`config.mk`:
```
export PLATFORM = sky130hd
export DESIGN_NAME = fetch_stage
export DESIGN_NICKNAME = d
export VERILOG_FILES = /design/src/rtl/arm_pkg.sv /design/src/rtl/branch_target_calc.sv /design/src/rtl/fetch_stage.sv
export SDC_FILE = /design/constraint.sdc
export NUM_CORES = 1
export LEC_CHECK = 0
export ABC_CLOCK_PERIOD_IN_PS = 8500
export CAP_MARGIN = 10
export CORE_UTILIZATION = 40
export CTS_CLUSTER_SIZE = 16
export DETAILED_ROUTE_END_ITERATION = 6
export PLACE_DENSITY = 0.66
export SYNTH_ARGS = -nofsm -noshare
export SYNTH_HDL_FRONTEND = slang
export SYNTH_SLANG_ARGS = --single-unit
```
`constraint.sdc`:
```
create_clock -name clk -period 8.5 [get_ports clk]
set_input_delay 1.275 -clock clk [delete_from_list [all_inputs] [get_ports clk]]
set_output_delay 1.275 -clock clk [all_outputs]
set_load 0.01 [all_outputs]
```
`src/rtl/arm_pkg.sv`:
```
// Shared definitions for the ARM-style front end: fetch FSM encoding,
// pipeline constants and the branch-offset sign extension helper.
package arm_pkg;

  localparam int INSTR_W     = 32;
  localparam int PC_STEP     = 4;
  localparam int PIPE_OFFSET = 8;

  typedef enum logic [1:0] {
    ST_FETCH = 2'd0,
    ST_WAIT  = 2'd1,
    ST_HOLD  = 2'd2
  } fetch_state_e;

  function automatic logic [31:0] sext24to32(input logic [23:0] i_val);
    return {{8{i_val[23]}}, i_val};
  endfunction

endpackage

```
`src/rtl/branch_target_calc.sv`:
```
// Combinational branch address generation: PC-relative word offset with the
// +8 pipeline bias, plus the BL return address.
module branch_target_calc
  import arm_pkg::*;
#(
  parameter int ADDR_W = 32
) (
  input  logic [ADDR_W-1:0] i_branch_pc,
  input  logic [23:0]       i_branch_imm,
  output logic [ADDR_W-1:0] o_target,
  output logic [ADDR_W-1:0] o_link_addr
);

  logic [31:0] w_byte_off;

  assign w_byte_off  = sext24to32(i_branch_imm) << 2;
  assign o_target    = i_branch_pc + ADDR_W'(PIPE_OFFSET) + ADDR_W'(w_byte_off);
  assign o_link_addr = i_branch_pc + ADDR_W'(PC_STEP);

endmodule

```
`src/rtl/fetch_stage.sv`:
```
// Instruction fetch: single outstanding memory read, one-entry skid buffer
// behind the decode-facing output register, branch redirect and BL link write.
module fetch_stage
  import arm_pkg::*;
#(
  parameter int              ADDR_W   = 32,
  parameter logic [ADDR_W-1:0] RESET_PC = '0
) (
  input  logic               clk,
  input  logic               reset,
  output logic               imem_req,
  output logic [ADDR_W-1:0]  imem_addr,
  input  logic               imem_ready,
  input  logic               imem_rvalid,
  input  logic [INSTR_W-1:0] imem_rdata,
  input  logic               stall,
  input  logic               branch_taken,
  input  logic [ADDR_W-1:0]  branch_pc,
  input  logic [23:0]        branch_imm,
  input  logic               branch_link,
  output logic [INSTR_W-1:0] instruction,
  output logic               instr_valid,
  output logic [ADDR_W-1:0]  instr_pc,
  output logic               link_we,
  output logic [ADDR_W-1:0]  link_data
);

  fetch_state_e       r_state;
  fetch_state_e       w_state_nxt;
  logic [ADDR_W-1:0]  r_pc;
  logic               r_discard;
  logic [INSTR_W-1:0] r_skid_data;
  logic [ADDR_W-1:0]  r_skid_pc;
  logic [INSTR_W-1:0] r_instruction;
  logic               r_instr_valid;
  logic [ADDR_W-1:0]  r_instr_pc;
  logic               r_link_we;
  logic [ADDR_W-1:0]  r_link_data;
  logic [ADDR_W-1:0]  w_target;
  logic [ADDR_W-1:0]  w_link_addr;
  logic               w_out_free;
  logic               w_consume;

  branch_target_calc #(.ADDR_W(ADDR_W)) u_btc (
    .i_branch_pc (branch_pc),
    .i_branch_imm(branch_imm),
    .o_target    (w_target),
    .o_link_addr (w_link_addr)
  );

  assign w_out_free = !r_instr_valid || !stall;
  assign w_consume  = r_instr_valid && !stall;

  always_ff @(posedge clk) begin
    if (!reset) begin
      r_state <= ST_FETCH;
    end else begin
      r_state <= w_state_nxt;
    end
  end

  // A branch only changes the FSM path in WAIT/HOLD; in FETCH the handshake still decides.
  always_comb begin
    w_state_nxt = r_state;
    case (r_state)
      ST_FETCH: begin
        if (imem_ready) w_state_nxt = ST_WAIT;
        else            w_state_nxt = ST_FETCH;
      end
      ST_WAIT: begin
        if (!imem_rvalid) begin
          w_state_nxt = ST_WAIT;
        end else if (branch_taken || r_discard || w_out_free) begin
          w_state_nxt = ST_FETCH;
        end else begin
          w_state_nxt = ST_HOLD;
        end
      end
      ST_HOLD: begin
        if (branch_taken || !stall) w_state_nxt = ST_FETCH;
        else                        w_state_nxt = ST_HOLD;
      end
      default: w_state_nxt = ST_FETCH;
    endcase
  end

  always_comb begin
    imem_req = 1'b0;
    if (reset && (r_state == ST_FETCH)) imem_req = 1'b1;
    else                                imem_req = 1'b0;
  end

  assign imem_addr = r_pc;

  always_ff @(posedge clk) begin
    if (!reset) begin
      r_pc          <= RESET_PC;
      r_discard     <= 1'b0;
      r_skid_data   <= '0;
      r_skid_pc     <= '0;
      r_instruction <= '0;
      r_instr_valid <= 1'b0;
      r_instr_pc    <= '0;
      r_link_we     <= 1'b0;
      r_link_data   <= '0;
    end else begin
      r_link_we <= 1'b0;
      if (branch_taken) begin
        // Flush: the skid empties implicitly because the FSM leaves HOLD.
        r_pc          <= w_target;
        r_instr_valid <= 1'b0;
        if ((r_state == ST_FETCH) && imem_ready) begin
          r_discard <= 1'b1;
        end else if ((r_state == ST_WAIT) && !imem_rvalid) begin
          r_discard <= 1'b1;
        end else begin
          r_discard <= 1'b0;
        end
        if (branch_link) begin
          r_link_we   <= 1'b1;
          r_link_data <= w_link_addr;
        end
      end else begin
        if (w_consume) begin
          r_instr_valid <= 1'b0;
        end
        case (r_state)
          ST_WAIT: begin
            if (imem_rvalid) begin
              if (r_discard) begin
                r_discard <= 1'b0;
              end else if (w_out_free) begin
                r_instruction <= imem_rdata;
                r_instr_pc    <= r_pc;
                r_instr_valid <= 1'b1;
                r_pc          <= r_pc + ADDR_W'(PC_STEP);
              end else begin
                r_skid_data <= imem_rdata;
                r_skid_pc   <= r_pc;
                r_pc        <= r_pc + ADDR_W'(PC_STEP);
              end
            end
          end
          ST_HOLD: begin
            if (!stall) begin
              r_instruction <= r_skid_data;
              r_instr_pc    <= r_skid_pc;
              r_instr_valid <= 1'b1;
            end
          end
          default: begin
            r_discard <= r_discard;
          end
        endcase
      end
    end
  end

  assign instruction = r_instruction;
  assign instr_valid = r_instr_valid;
  assign instr_pc    = r_instr_pc;
  assign link_we     = r_link_we;
  assign link_data   = r_link_data;

endmodule

```
**Word level (Yosys, flattened, before mapping)**

Index checks and enable logic that the tools add are counted.

- $add $sub $neg: 4
- Eq/ne operators: 7
- Mux-type cells: 32
- Bitwise operators: 4
- Reduce and logical (&&, ||, !) cells: 22

Operators by type and width:

| kind | number |
|---|---|
| 2-to-1 mux 32 bit | 12 |
| one-hot mux 32 bit (2 select lines) | 2 |
| adder 32 x 3 -> 32 bit, second input constant | 2 |
| adder 32 bit | 1 |
| adder 32 x 4 -> 32 bit, second input constant | 1 |
| 2-to-1 mux 1 bit | 13 |
| inequality test 2 bit, second input constant | 5 |
| 2-to-1 mux 2 bit | 3 |
| one-hot mux 2 bit (3 select lines) | 1 |
| AND reduction 2 bit | 3 |
| AND reduction 6 bit | 1 |
| nonzero test 2 bit | 3 |
| AND reduction 5 bit | 1 |
| logical AND 1 bit | 4 |
| logical OR 1 bit | 4 |
| NOT 1 bit | 4 |
| zero test 1 bit | 3 |
| AND reduction 3 bit | 1 |
| equality test 2 x 1 -> 1 bit, second input constant | 1 |
| equality test 2 bit, second input constant | 1 |
| zero test 2 bit | 1 |
| one-hot mux 1 bit (2 select lines) | 1 |
| OR reduction 2 bit | 1 |

- Register bits after elaboration: 197
- Input bits: 95
- Output and inout bits: 131
- Word-level logic and storage cells: 79

**Longest topological paths before layout**

- Depth after elaboration: 7
- Mapped depth: 13
- Mapped depth without buffers: 13

**Modules after synthesis**

From an unflattened synthesis, not the netlist that was laid out.

- Cell total of the unflattened synthesis: 1,334
- Area, all modules: 11,375.9 um^2

By module, submodules not included:

| module | times used | cells an instance | area an instance (um^2) | seq. area each (um^2) |
|---|---|---|---|---|
| fetch_stage | 1 | 1,002 | 8,826.0 | 3,943.8 |
| branch_target_calc | 1 | 332 | 2,549.9 | 0.0 |

**Worst setup path after synthesis**

No wires, ideal clock.

- Path kind: input port to flip-flop
- From: input port branch_pc[3]
- To: register r_pc[27] (netlist: imem_addr[27])
- Library setup time: 132 ps
- Data arrival time: 3,467 ps
- Required time: 8,368 ps
- Setup slack: 4,901 ps
- Stages: 13
- Buffers on the path: 0
- Cell sequence: inv_1 ha_1 inv_1 ha_1 fa_1 a21oi_1 o21ai_1 and3_2 o21ai_4 a2111oi_4 or4_1 nand3_1 a21oi_1

- Word-level cells in the longest chain between the ends: 3

RTL lines:

| element | RTL line | RTL |
|---|---|---|
| start, declared | fetch_stage.sv:18 | `input logic [ADDR_W-1:0] branch_pc,` |
| adder 32 x 4 -> 32 bit | branch_target_calc.sv:17 | `assign o_target = i_branch_pc + ADDR_W'(PIPE_OFFSET) + ADDR_W'(w_byte_off);` |
| adder 32 bit | branch_target_calc.sv:17 |  |
| 2-to-1 mux 32 bit | fetch_stage.sv:108 | `if (branch_taken) begin` |
| end signal, assigned | fetch_stage.sv:110 | `r_pc <= w_target;` |
| end signal, assigned | fetch_stage.sv:136 | `r_pc <= r_pc + ADDR_W'(PC_STEP);` |
| end signal, assigned | fetch_stage.sv:140 | `r_pc <= r_pc + ADDR_W'(PC_STEP);` |
| end, declared | fetch_stage.sv:30 | `logic [ADDR_W-1:0] r_pc;` |

No other way between the ends.
A chain may end at the register's enable or synchronous reset.

**Worst setup path after layout**

- From: input port reset
- To: output port imem_req

- Word-level cells in the longest chain between the ends: 2

RTL lines:

| element | RTL line | RTL |
|---|---|---|
| start, declared | fetch_stage.sv:10 | `input logic reset,` |
| logical AND 1 bit | fetch_stage.sv:89 | `if (reset && (r_state == ST_FETCH)) imem_req = 1'b1;` |
| 2-to-1 mux 1 bit | fetch_stage.sv:89 |  |
| end, declared | fetch_stage.sv:11 | `output logic imem_req,` |

No other way between the ends.

==> impl_metrics.ini <==
[global_route]
grt_use_total = 0.2094
antenna_found_initial = 1
overflow = 0
grt_pass1_vias = 8583
grt_pass1_wl_mm = 44.23
grt_max_degree = 103

[yosys]
synth_simple_gate_area_frac = 0.1869
synth_compound_gate_area_share = 0.1829
synthArstFlopShare = 0
synthAdderAreaFrac = 0.07852
synth_flop_cell = dfxtp_1
post_synth_num_cell_types = 67
synth-xor-area-share = 0.06552
ys_seq_area_frac = 0.3831
synth.net_count = 1378
ys_ff_latch = 197
netlist_area_um2 = 10290
netlist_instances = 1219
synth-edff-count = 0
synth_warnings = 0
synth_mux_area_frac = 0.06527
avgSynthCellArea_um2 = 8.444
synth_top_family_by_area = simple AND/OR/NAND/NOR gates

[floorplanning]
die-width_um = 162.4
placementRows = 58
die_h_um = 162.4
start_util = 0.4088
io_pins = 226
design.core.area_um2 = 25180
dieArea_um2 = 26380

[power]
internal_power_mw = 1.579
p_seq_frac = 0.442
switching_share = 0.3045
p_sw_mw = 0.6911
ir_worst_vdd_mv = 0.1306
powerDensity_nw_per_um2 = 170.2
p_leak_nw = 4.679
pwr-share-clk = 0.363
power_frac_comb = 0.195

[critical_path]
r2r_end = r_skid_data[12]
endpoint_kind = output port
worstSetupEndpoint = imem_req
path_cells = clkdlybuf4s50_1 -> buf_4 -> and2_1 -> clkdlybuf4s50_1
critPathKind = in2out
crit_path_max_incr_delay_ns = 0.57
critPathMaxFanout = 15
rr_startpoint = r_state[1]
cp.depth = 4
critPathMostFrequentCell = clkdlybuf4s50_1
rrSetupSlack_ns = 5.78
critPathTopFamily = buffers and inverters
cp.arrival_ns = 2.73
start_kind = input pin
worst_ep_required_time_ns = 7.22
startpoint = reset
crit_buf_inv = 3
rr_worst_depth = 7
slowest_stage = clkdlybuf4s50_1

[placed_design]
dpl.cell_count = 1703
io_buffers = 225
placedInstanceArea_um2 = 12730
pre_cts_ws_ns = 4.094
routabilityCongestion = 0.9021
dp_hpwl_mm = 19.10

[routing]
routed_wl_mm = 27.29
antenna_left = 0
vias = 9068
avgRoutedWirePerCell_um = 15.73
drc = 0
first_iter_violations = 587
viasPerCell = 5.227
drt_first_pass_iters = 5

[layout]
drive_gt1_frac = 0.05338
diodes = 0
area_growth_pct = 29.57
fillers = 2363
fin_area_um2 = 13340
nets = 1551
stdcell_count = 1735

[clock_tree]
clkLatencyLatePin_ns = 0.44
cts_setup_buffers = 0
cts_buffers = 17
clk_pin_slew_ns = 0.08
post_cts_resized = 0
cts.hold.buffers_added = 0
cts_tree = done
cts_sinks = 197
htree_levels = 4
clockBufferDepth = 2
cts_root_buffer = clkbuf_16

[timing]
fin_worst_skew_ns = 0.01094
slew_headroom = 0.2149
rsz0062_at_grt = no
finalHoldViolCount = 0
setup_violations = 0
setup_ws_ns = 4.496
fmax_mhz = 249.8
slew_viol_final = 0
hold_ws_ns = 0.4540
worstMarginPinSlew_ns = 1.178
tns_ns = 0
min_period_ns = 4.004
finalCritPeriodShare = 0.4710

[status]
outcome = complete, no violations

[hold_path]
hold_class = reg2reg

[flow_run]
maxCapViolCount = 0
layer usage:
metal / GRT usage / vias up / share of wire / routed length, um
li1: - / 4626 / - / -
met1: 0.2786 / 4183 / 0.48 / 13130
met2: 0.3351 / 234 / 0.45 / 12160
met3: 0.05526 / 25 / 0.062 / 1692
met4: 0.05146 / 0 / 0.011 / 311
met5: 0 / - / 0 / 0
registers in the layout, summed over array words and instances (netlist names):
signal       cells
link_data       32
instr_pc        32
instruction     32
link_we          1
r_discard        1
instr_valid      1
imem_addr       32
r_skid_data     32
r_skid_pc       32
r_state          2
layout by cell type (no fill, tap or decap), types with 25 or more instances in the layout:
cell type / count
nor2_1: 141
xnor2_1: 34
mux2i_1: 66
xor2_1: 43
o21ai_0: 25
a21oi_1: 102
nand2_1: 194
a211oi_1: 96
clkdlybuf4s50_1: 224
ha_1: 62
dfxtp_1: 197
synthesized netlist by cell type, drive strengths merged (3+ instances only):
cell      n  area, um2
dfxtp   197       3944
nand2   194      728.2
nor2    143      541.8
a21oi   105      533.0
a211oi   98      745.7
mux2i    66      660.6
ha       63      788.3
clkbuf   57      214.0
xor2     43      376.6
xnor2    34      297.8
o21ai    31      173.9
and3     24      162.7
buf      23      113.9
nand3    23      137.6
inv      16      60.05
nand4    12      90.09
a21o     10      82.57
and2      8      53.81
nor2b     7      51.30
a311oi    5      43.79
o211ai    5      37.54
nand2b    4      25.02
nor3      4      31.28
or3       4      25.02
a31oi     3      18.77
a41oi     3      26.28
and4      3      26.28
o21bai    3      22.52
o22ai     3      18.77
o31ai     3      22.52
power by group through the flow:
stage / Sequential, mW / Combinational [mW] / Clock (mW)
2_1_floorplan: 1.03 / 0.236 / 0
3_3_place_gp: 1.02 / 0.437 / 0
3_5_place_dp: 1.02 / 0.440 / 0
4_1_cts: 1.00 / 0.444 / 0.849
5_1_grt: 1.01 / 0.488 / 0.888
6_report: 1.00 / 0.443 / 0.824
worst min path at each step:
stage	cells past startpoint	slack, ns	from	end
final	2	0.45	link_data[0]	link_data[0]
after global routing	2	0.47	r_skid_pc[14]	r_skid_pc[14]
after global placement	2	0.44	r_skid_pc[15]	r_skid_pc[15]
after CTS	2	0.46	r_skid_pc[19]	r_skid_pc[19]
after floorplan	2	0.44	r_skid_data[0]	r_skid_data[0]
after detailed placement	2	0.45	r_skid_pc[28]	r_skid_pc[28]
kinds of logic after synthesis:
| kind of cell | count (synthesis) |
|---|---|
| simple gates | 433 |
| compound gates | 285 |
| flops | 197 |
| buf+inv | 96 |
| xor+xnor | 77 |
| mux | 67 |
| fa+ha+maj | 64 |
tightest hold or removal path, cell delays in order (launching register included):
cell and delay [ns]:
dfxtp_1 0.31, nand2_1 0.05, a21oi_1 0.05
layout make-up:
cell class | instances | area, um2 | area share
Clock buffer | 17 | 425.4 | 0.03189
Clock inverter | 15 | 182.7 | 0.01370
Inverter | 16 | 65.06 | 0.004878
Multi-Input combinational cell | 926 | 5993 | 0.4493
Sequential cell | 197 | 3944 | 0.2957
Tap cell | 330 | 412.9 | 0.03096
Timing Repair Buffer | 234 | 2315 | 0.1735
through the flow:
stage,util,power (mW)
CTS,0.5297,2.297
global route,0.5297,2.386
detailed placement,0.5055,1.465
global placement,0.5055,1.462
finish,0.5297,2.270
floorplan,-,1.267
(Power assumes the default switching activity.)
